## config.mk

```make
export PLATFORM = sky130hd
export DESIGN_NAME = pila_retorno
export DESIGN_NICKNAME = d
export VERILOG_FILES = /design/src/rtl/pila_retorno.sv
export SDC_FILE = /design/constraint.sdc
export NUM_CORES = 1
export LEC_CHECK = 0
export CORE_ASPECT_RATIO = 0.75
export CORE_MARGIN = 2
export CORE_UTILIZATION = 60
export DETAILED_ROUTE_END_ITERATION = 10
export HOLD_SLACK_MARGIN = 0.08
export PLACE_DENSITY_LB_ADDON = 0.08
export SYNTH_ARGS = -nofsm -noshare
export SYNTH_HDL_FRONTEND = slang
export SYNTH_SLANG_ARGS = --single-unit
export TNS_END_PERCENT = 100
```

## constraint.sdc

```tcl
create_clock -name clk -period 3.3 [get_ports clk]
set_input_delay 0.33 -clock clk [delete_from_list [all_inputs] [get_ports clk]]
set_output_delay 0.33 -clock clk [all_outputs]
set_load 0.01 [all_outputs]
```

## src/rtl/pila_retorno.sv

```systemverilog
// Hardware return-address stack (LIFO) with combinational top-of-stack read.
// Define PILA_GUARD_EN for full/empty protection and sticky overflow/underflow flags.
module pila_retorno #(
  parameter int unsigned WIDTH = 10,
  parameter int unsigned DEPTH = 16,
  parameter int unsigned PW    = 4
) (
  input  logic             clk,
  input  logic             reset,
  input  logic             push,
  input  logic             pop,
  input  logic [WIDTH-1:0] din,
  output logic [WIDTH-1:0] dout,
  output logic [PW:0]      count,
  output logic             empty,
  output logic             full,
  output logic             overflow,
  output logic             underflow
);

  localparam logic [PW:0]   CntFull = (PW+1)'(DEPTH);
  localparam logic [PW:0]   CntOne  = (PW+1)'(1);
  localparam logic [PW-1:0] PtrOne  = PW'(1);

  logic [WIDTH-1:0] mem_q [DEPTH];
  // ptr_q is the next free slot modulo DEPTH; it tracks count_q except after
  // an unguarded wrap, where count_q saturates but ptr_q keeps circulating.
  logic [PW-1:0]    ptr_q, ptr_d, top_idx;
  logic [PW:0]      count_q, count_d;
  logic             we;
  logic [PW-1:0]    waddr;
  logic             ovf_set, udf_set;

  assign top_idx = ptr_q - PtrOne;
  assign empty   = (count_q == '0);
  assign full    = (count_q == CntFull);
  assign count   = count_q;
  assign dout    = empty ? '0 : mem_q[top_idx];

  always_comb begin
    ptr_d   = ptr_q;
    count_d = count_q;
    we      = 1'b0;
    waddr   = ptr_q;
    ovf_set = 1'b0;
    udf_set = 1'b0;
    if (push && pop) begin
      if (!empty) begin
        we    = 1'b1;
        waddr = top_idx;
      end else begin
        we      = 1'b1;
        ptr_d   = ptr_q + PtrOne;
        count_d = count_q + CntOne;
        udf_set = 1'b1;
      end
    end else if (push) begin
      if (full) begin
        ovf_set = 1'b1;
`ifndef PILA_GUARD_EN
        // Unguarded: overwrite the oldest entry, count stays saturated.
        we    = 1'b1;
        ptr_d = ptr_q + PtrOne;
`endif
      end else begin
        we      = 1'b1;
        ptr_d   = ptr_q + PtrOne;
        count_d = count_q + CntOne;
      end
    end else if (pop) begin
      if (!empty) begin
        ptr_d   = ptr_q - PtrOne;
        count_d = count_q - CntOne;
      end else begin
        udf_set = 1'b1;
      end
    end
  end

  always_ff @(posedge clk) begin
    if (reset) begin
      ptr_q   <= '0;
      count_q <= '0;
    end else begin
      ptr_q   <= ptr_d;
      count_q <= count_d;
    end
  end

  // Storage is deliberately not cleared on reset; dout is gated by empty.
  always_ff @(posedge clk) begin
    if (!reset && we) begin
      mem_q[waddr] <= din;
    end
  end

`ifdef PILA_GUARD_EN
  logic ovf_q, ovf_d, udf_q, udf_d;

  always_comb begin
    ovf_d = ovf_q | ovf_set;
    udf_d = udf_q | udf_set;
  end

  always_ff @(posedge clk) begin
    if (reset) begin
      ovf_q <= 1'b0;
      udf_q <= 1'b0;
    end else begin
      ovf_q <= ovf_d;
      udf_q <= udf_d;
    end
  end

  assign overflow  = ovf_q;
  assign underflow = udf_q;
`else
  logic unused_flags;
  assign unused_flags = ovf_set ^ udf_set;
  assign overflow     = 1'b0;
  assign underflow    = 1'b0;
`endif

endmodule

```

==> qor.yml <==
drt_wl_total_um: 14100
num_rows: 34
synth.largest_area_cell: "edfxtp_1"
clockBufferDepth: 2
diodes: 0
wl_met1_um: 6240
cts_tree: "built"
core_sq_um: 11500
drive_gt1_share_pct: 26.9
arrival_ns: 2.81
syn_area_per_cell_sq_um: 18.7
max_freq_mhz: 319
status: "complete, no violations"
drt-initial-drc-count: 349
ys_types: 47
path_class: "reg -> out"
drc: 0
yosysMostFrequentCell: "edfxtp_1"
slew_headroom_pct: 58.0
nets: 458
timing.hold.ws_ns: 0.553
cts.root.buffer_cell: "clkbuf_16"
cts_hold_buf: 0
p_leak_nw: 2.80
reg2reg_slack_ns: 0.55
finalSetupViolations: 0
total_power_w: 0.00810
antenna_left: 0
drt-wirelength-per-cell_um: 23.0
ios: 33
vias_per_cell: 6.10
yosysSeqAreaShare_pct: 70.7
netlist_area_sq_um: 7060
wl_met3_um: 989
io_buffer_count: 30
start_kind: "register"
crit_required_ns: 2.97
ys.flop_type: "edfxtp_1"
synth_top_cells_by_area: "edfxtp_1, mux4_2, mux2i_1"
hpwlAfterDp_um: 8790
grt_max_degree: 50
ys_ff_latch: 169
hold_viol: 0
clock_latency_ns: 0.41
clock_skew_ns: 0.00711
finalWeightedCongestion: 0.904
drv_slew: 0
synth_edf_count: 160
synthTopCellsByCount: "edfxtp_1, mux4_2, nor2_1"
clkSinkCount: 169
cap_violations: 0
end_kind: "primary output"
grt_pass1_wl_um: 22100
overflow: 0
async_reset_ff_share_pct: 0
dpl_cell_area_sq_um: 7750
rsz0062_at_grt: "no"
drtPass1Iterations: 5
post-route-period-util_pct: 95.1
die_y_um: 97.9
final_area_sq_um: 8400
r2r_end: "mem_q[7][7]$_DFFE_PP_"
grt_pass1_vias: 3743
hp-class: "reg -> reg"
die_area_sq_um: 12700
dr.max_layer_used: "met4"
clk_pin_slew_worst_paths_ns: 0.06
period_needed_ns: 3.14
vias: 3732
cts.htree.levels: 4
antenna_found_initial: 0
tightest_slew_ns: 0.613
power.density_nw_per_um2: 964
crit-reg2reg-launch: "count[0]$_SDFFE_PP0P_"
numCtsBuffers: 17
synth_warnings: 0
synth_top_area_share_pct: 68.1
area_delta_synth_final_pct: 19.1
track_usage_pct: 24.6
die_w_um: 129
syn-instance-count: 377
r2r.worst_path.cells: 8
cp_max_fo: 22
ir_worst_vdd_v: 0.000827
holdPathStages: 2
min-delay-start: "count[1]$_SDFFE_PP0P_"
met2_length_um: 6750
start_util_pct: 61.2
hold_path_end: "count[1]$_SDFFE_PP0P_"
setup_tns_ns: 0
==> worst max path at each step <==
stage / from / to / slack (ns) / cells past startpoint
after CTS: count[0]$_SDFFE_PP0P_ / dout[3] / 0.02 / 6
after detailed placement: ptr_q[1]$_SDFFE_PP0P_ / dout[2] / 0.46 / 7
after global placement: ptr_q[1]$_SDFFE_PP0P_ / dout[2] / 0.50 / 7
after floorplan: ptr_q[0]$_SDFFE_PP0P_ / mem_q[0][0]$_DFFE_PP_ / 0.44 / 10
final: ptr_q[1]$_SDFFE_PP0P_ / dout[2] / 0.16 / 7
after global routing: ptr_q[1]$_SDFFE_PP0P_ / dout[2] / 0.03 / 7
==> layer usage <==
metal	vias up	GRT usage [%]
li1	1665	-
met1	1920	37.2
met2	136	36.7
met3	11	6.79
met4	0	5.52
met5	-	0
==> cells by family after synthesis <==
kind of cell	synth area share, %
simple gates	4.82
other cells	0.0531
compound gates	4.20
flops	70.7
mux	16.4
buf+inv	2.34
fa+ha+maj	0.709
xor+xnor	0.851
==> state kept, by name, summed over array words and instances, names as in the netlist <==
signal and count:
ptr_q 4, count 5, mem_q 160
==> metrics by stage <==
step           utilization (%)  cells  setup WS (ns)
4_1_cts                   72.9    612         0.0222
6_report                  72.9    612          0.161
3_5_place_dp              67.2    583          0.464
2_1_floorplan                -    378          0.438
5_1_grt                   72.9    612         0.0314
3_3_place_gp              67.2    583          0.505
==> cell usage in the layout (no fill, tap or decap), types with 7 or more instances in the layout <==
master / synthesis / layout
buf_4: 8 / 33
o22ai_1: 11 / 11
clkbuf_16: 0 / 17
edfxtp_1: 160 / 160
dfxtp_1: 9 / 7
clkdlybuf4s50_1: 0 / 30
mux2i_1: 22 / 22
a21oi_1: 8 / 8
nor2_1: 24 / 24
mux4_2: 40 / 40
==> layout make-up <==
cell class,instances,area (sq um)
Inverter,6,27.5
Tap cell,162,203
Multi-Input combinational cell,180,1930
Fill cell,692,3120
Sequential cell,169,4990
Timing Repair Buffer,66,608
Clock buffer,17,425
Clock inverter,12,223
==> report_power, final <==
part / internal [W] / total [W] / switching [W]
logic: 0.00160 / 0.00330 / 0.00170
clock network: 0.00141 / 0.00218 / 0.000772
registers: 0.00251 / 0.00262 / 0.000114
total: 0.00552 / 0.00810 / 0.00258
==> timing repair <==
action / in CTS / in global routing
gates resized for setup: 1 / 2
setup buffers: 0 / 0
endpoints found under the setup margin: 1 / 9
==> critical path: stages (launching register included) <==
cell,delay (ns)
dfxtp_2,0.43
inv_1,0.10
ha_2,0.36
buf_4,0.29
mux4_2,0.36
mux2i_1,0.22
o22ai_1,0.12
clkdlybuf4s50_1,0.50
No activity file was read; power rests on OpenSTA's default activity.
==> variant, RTL diff (same settings) <==
Add a define of `PILA_GUARD_EN`.
--- a/src/rtl/pila_retorno.sv
+++ b/src/rtl/pila_retorno.sv
@@ -1,5 +1,7 @@
 // Hardware return-address stack (LIFO) with combinational top-of-stack read.
 // Define PILA_GUARD_EN for full/empty protection and sticky overflow/underflow flags.
+`define PILA_GUARD_EN
+
 module pila_retorno #(
   parameter int unsigned WIDTH = 10,
   parameter int unsigned DEPTH = 16,
Behaviour: not the same (Yosys sat finds a counterexample within 4 cycles, from zero or initial values and one cycle with reset high).
==> variant against the original RTL <==
- critical path depth is the same
- area after synthesis rose by 0.82%
- total power shrank 0.57%
- critical path type unchanged
- via count up 5.6%
- sequential cell count increased by 2
- count of clock-buffer cells in the layout is 2 higher
- worst setup slack worse by 0.093 ns
- clock skew increased by 0.0042 ns
- final area is 1.2% higher
- wire length rose by 6.7%
- sequential share of layout area is 0.27 points lower
==> variant: results (changes against the original RTL) <==
[synth]
muxShareOfSynthArea_pct=15.8  ; was 16.4%
synth_cell_types=55  ; was 47
ys_seq_area_share_pct=70.6  ; was 70.7%
synth_compound_area_share_pct=5.93  ; was 4.20%
yosys_warnings=0  ; unchanged
synth_common_cells=edfxtp_1, mux4_2, mux2i_1  ; was edfxtp_1, mux4_2, nor2_1
synthXorXnorAreaFrac_pct=0.598  ; was 0.851%
synthTopCellsByArea=edfxtp_1, mux4_2, dfxtp_1  ; was edfxtp_1, mux4_2, mux2i_1
synthAdderAreaFrac_pct=0.704  ; was 0.709%
synthArstFlopShare_pct=0  ; unchanged

[min_path]
hold_class=reg -> reg  ; unchanged

[global_route]
grtUsageTotal_pct=26.0  ; was 24.6%
grt_pass1_wl_mm=23.3  ; was 22.1 mm
grt_max_degree=27  ; was 50
grt_pass1_vias=3973  ; was 3743

[final_layout]
drive_gt1_share_pct=27.4  ; was 26.9%
n_antenna_cell=0  ; unchanged
nets=468  ; was 458
regMostFlops=mem_q  ; unchanged

[drt]
wl_met3_mm=1.25  ; was 989 um
viasPerCell=6.31  ; was 6.10
routed_wirelength_mm=15.0  ; was 14.1 mm
dr.first_iter.drc_count=521  ; was 349
wl_met2_mm=7.39  ; was 6.75 mm
drt-met1-wl_mm=6.24  ; about the same

[worst_setup_path]
worstPathArrival_ns=2.90  ; was 2.81 ns
crit_fanout=10  ; was 22

[timing]
max_slew.worst_pin.slew_ns=0.857  ; was 0.613 ns
finClkSkew_ns=0.0113  ; was 0.00711 ns

[pwr]
ir_drop_mv=0.949  ; was 0.827 mV
leakage_nw=2.77  ; was 2.80 nW

[placement]
hpwl_mm=9.30  ; was 8.79 mm
dpl-instance-area_sq_um=7840  ; was 7750 sq um
place.gp.congestion=0.791  ; was 0.904
portBuffers=32  ; was 30

[run_status]
status=completed  ; unchanged

[clock_tree]
insertion_delay_ns=0.43  ; was 0.41 ns
ctsResizeCount=3  ; was 1

## variant: changes by cell type in the layout (fill, tap and decap cells not counted), sizes merged, moves of 3 or more
cell	change
a21oi	+10
o21ai	+5
bufinv	-3
nand2b	-4
clkinvlp	+3
nor2	-10
nor3	-3
inv	+5
## variant: power breakdown
part           total [mW]  internal, mW  switching [mW]
registers            2.62          2.52           0.104
logic                3.38          1.62            1.75
clock network        2.06          1.21           0.847
## variant: layer usage
metal,GRT usage [%],vias to the layer above
met5,0,-
met1,38.9,2010
met3,6.63,17
met4,7.61,0
li1,-,1727
met2,38.7,188
## variant: worst paths after layout
path	startpoint	endpoint	slack, ns
worst max register to register	count[0]$_SDFFE_PP0P_	mem_q[10][0]$_DFFE_PP_	0.55
worst min register to register	underflow$_SDFF_PP0_	underflow$_SDFF_PP0_	0.47
worst min-delay path	underflow$_SDFF_PP0_	underflow$_SDFF_PP0_	0.47
worst max-delay path	count[0]$_SDFFE_PP0P_	dout[8]	0.07
## variant: area by class of cell
| class | count | area, sq um |
|---|---|---|
| clock buffer | 19 | 433 |
| clock inverter | 13 | 184 |
| fill | 723 | 3070 |
| inverter | 9 | 46.3 |
| multi-input combinational | 183 | 2000 |
| sequential | 171 | 5030 |
| tap | 162 | 203 |
| timing repair buffer | 68 | 616 |
## variant: worst max-delay path: stages, from the launching register on
cell and delay, ns:
dfxtp_1 0.44, inv_1 0.07, ha_1 0.25, or4b_4 0.28, clkinv_8 0.08, or2_2 0.45
o22ai_1 0.30, clkdlybuf4s50_1 0.60
## variant: through the flow
step / instances / setup slack (ns)
floorplan: 382 / 0.302
global placement: 592 / 0.409
detailed placement: 592 / 0.377
CTS: 625 / 0.0277
global route: 625 / -0.000569
finish: 625 / 0.0687
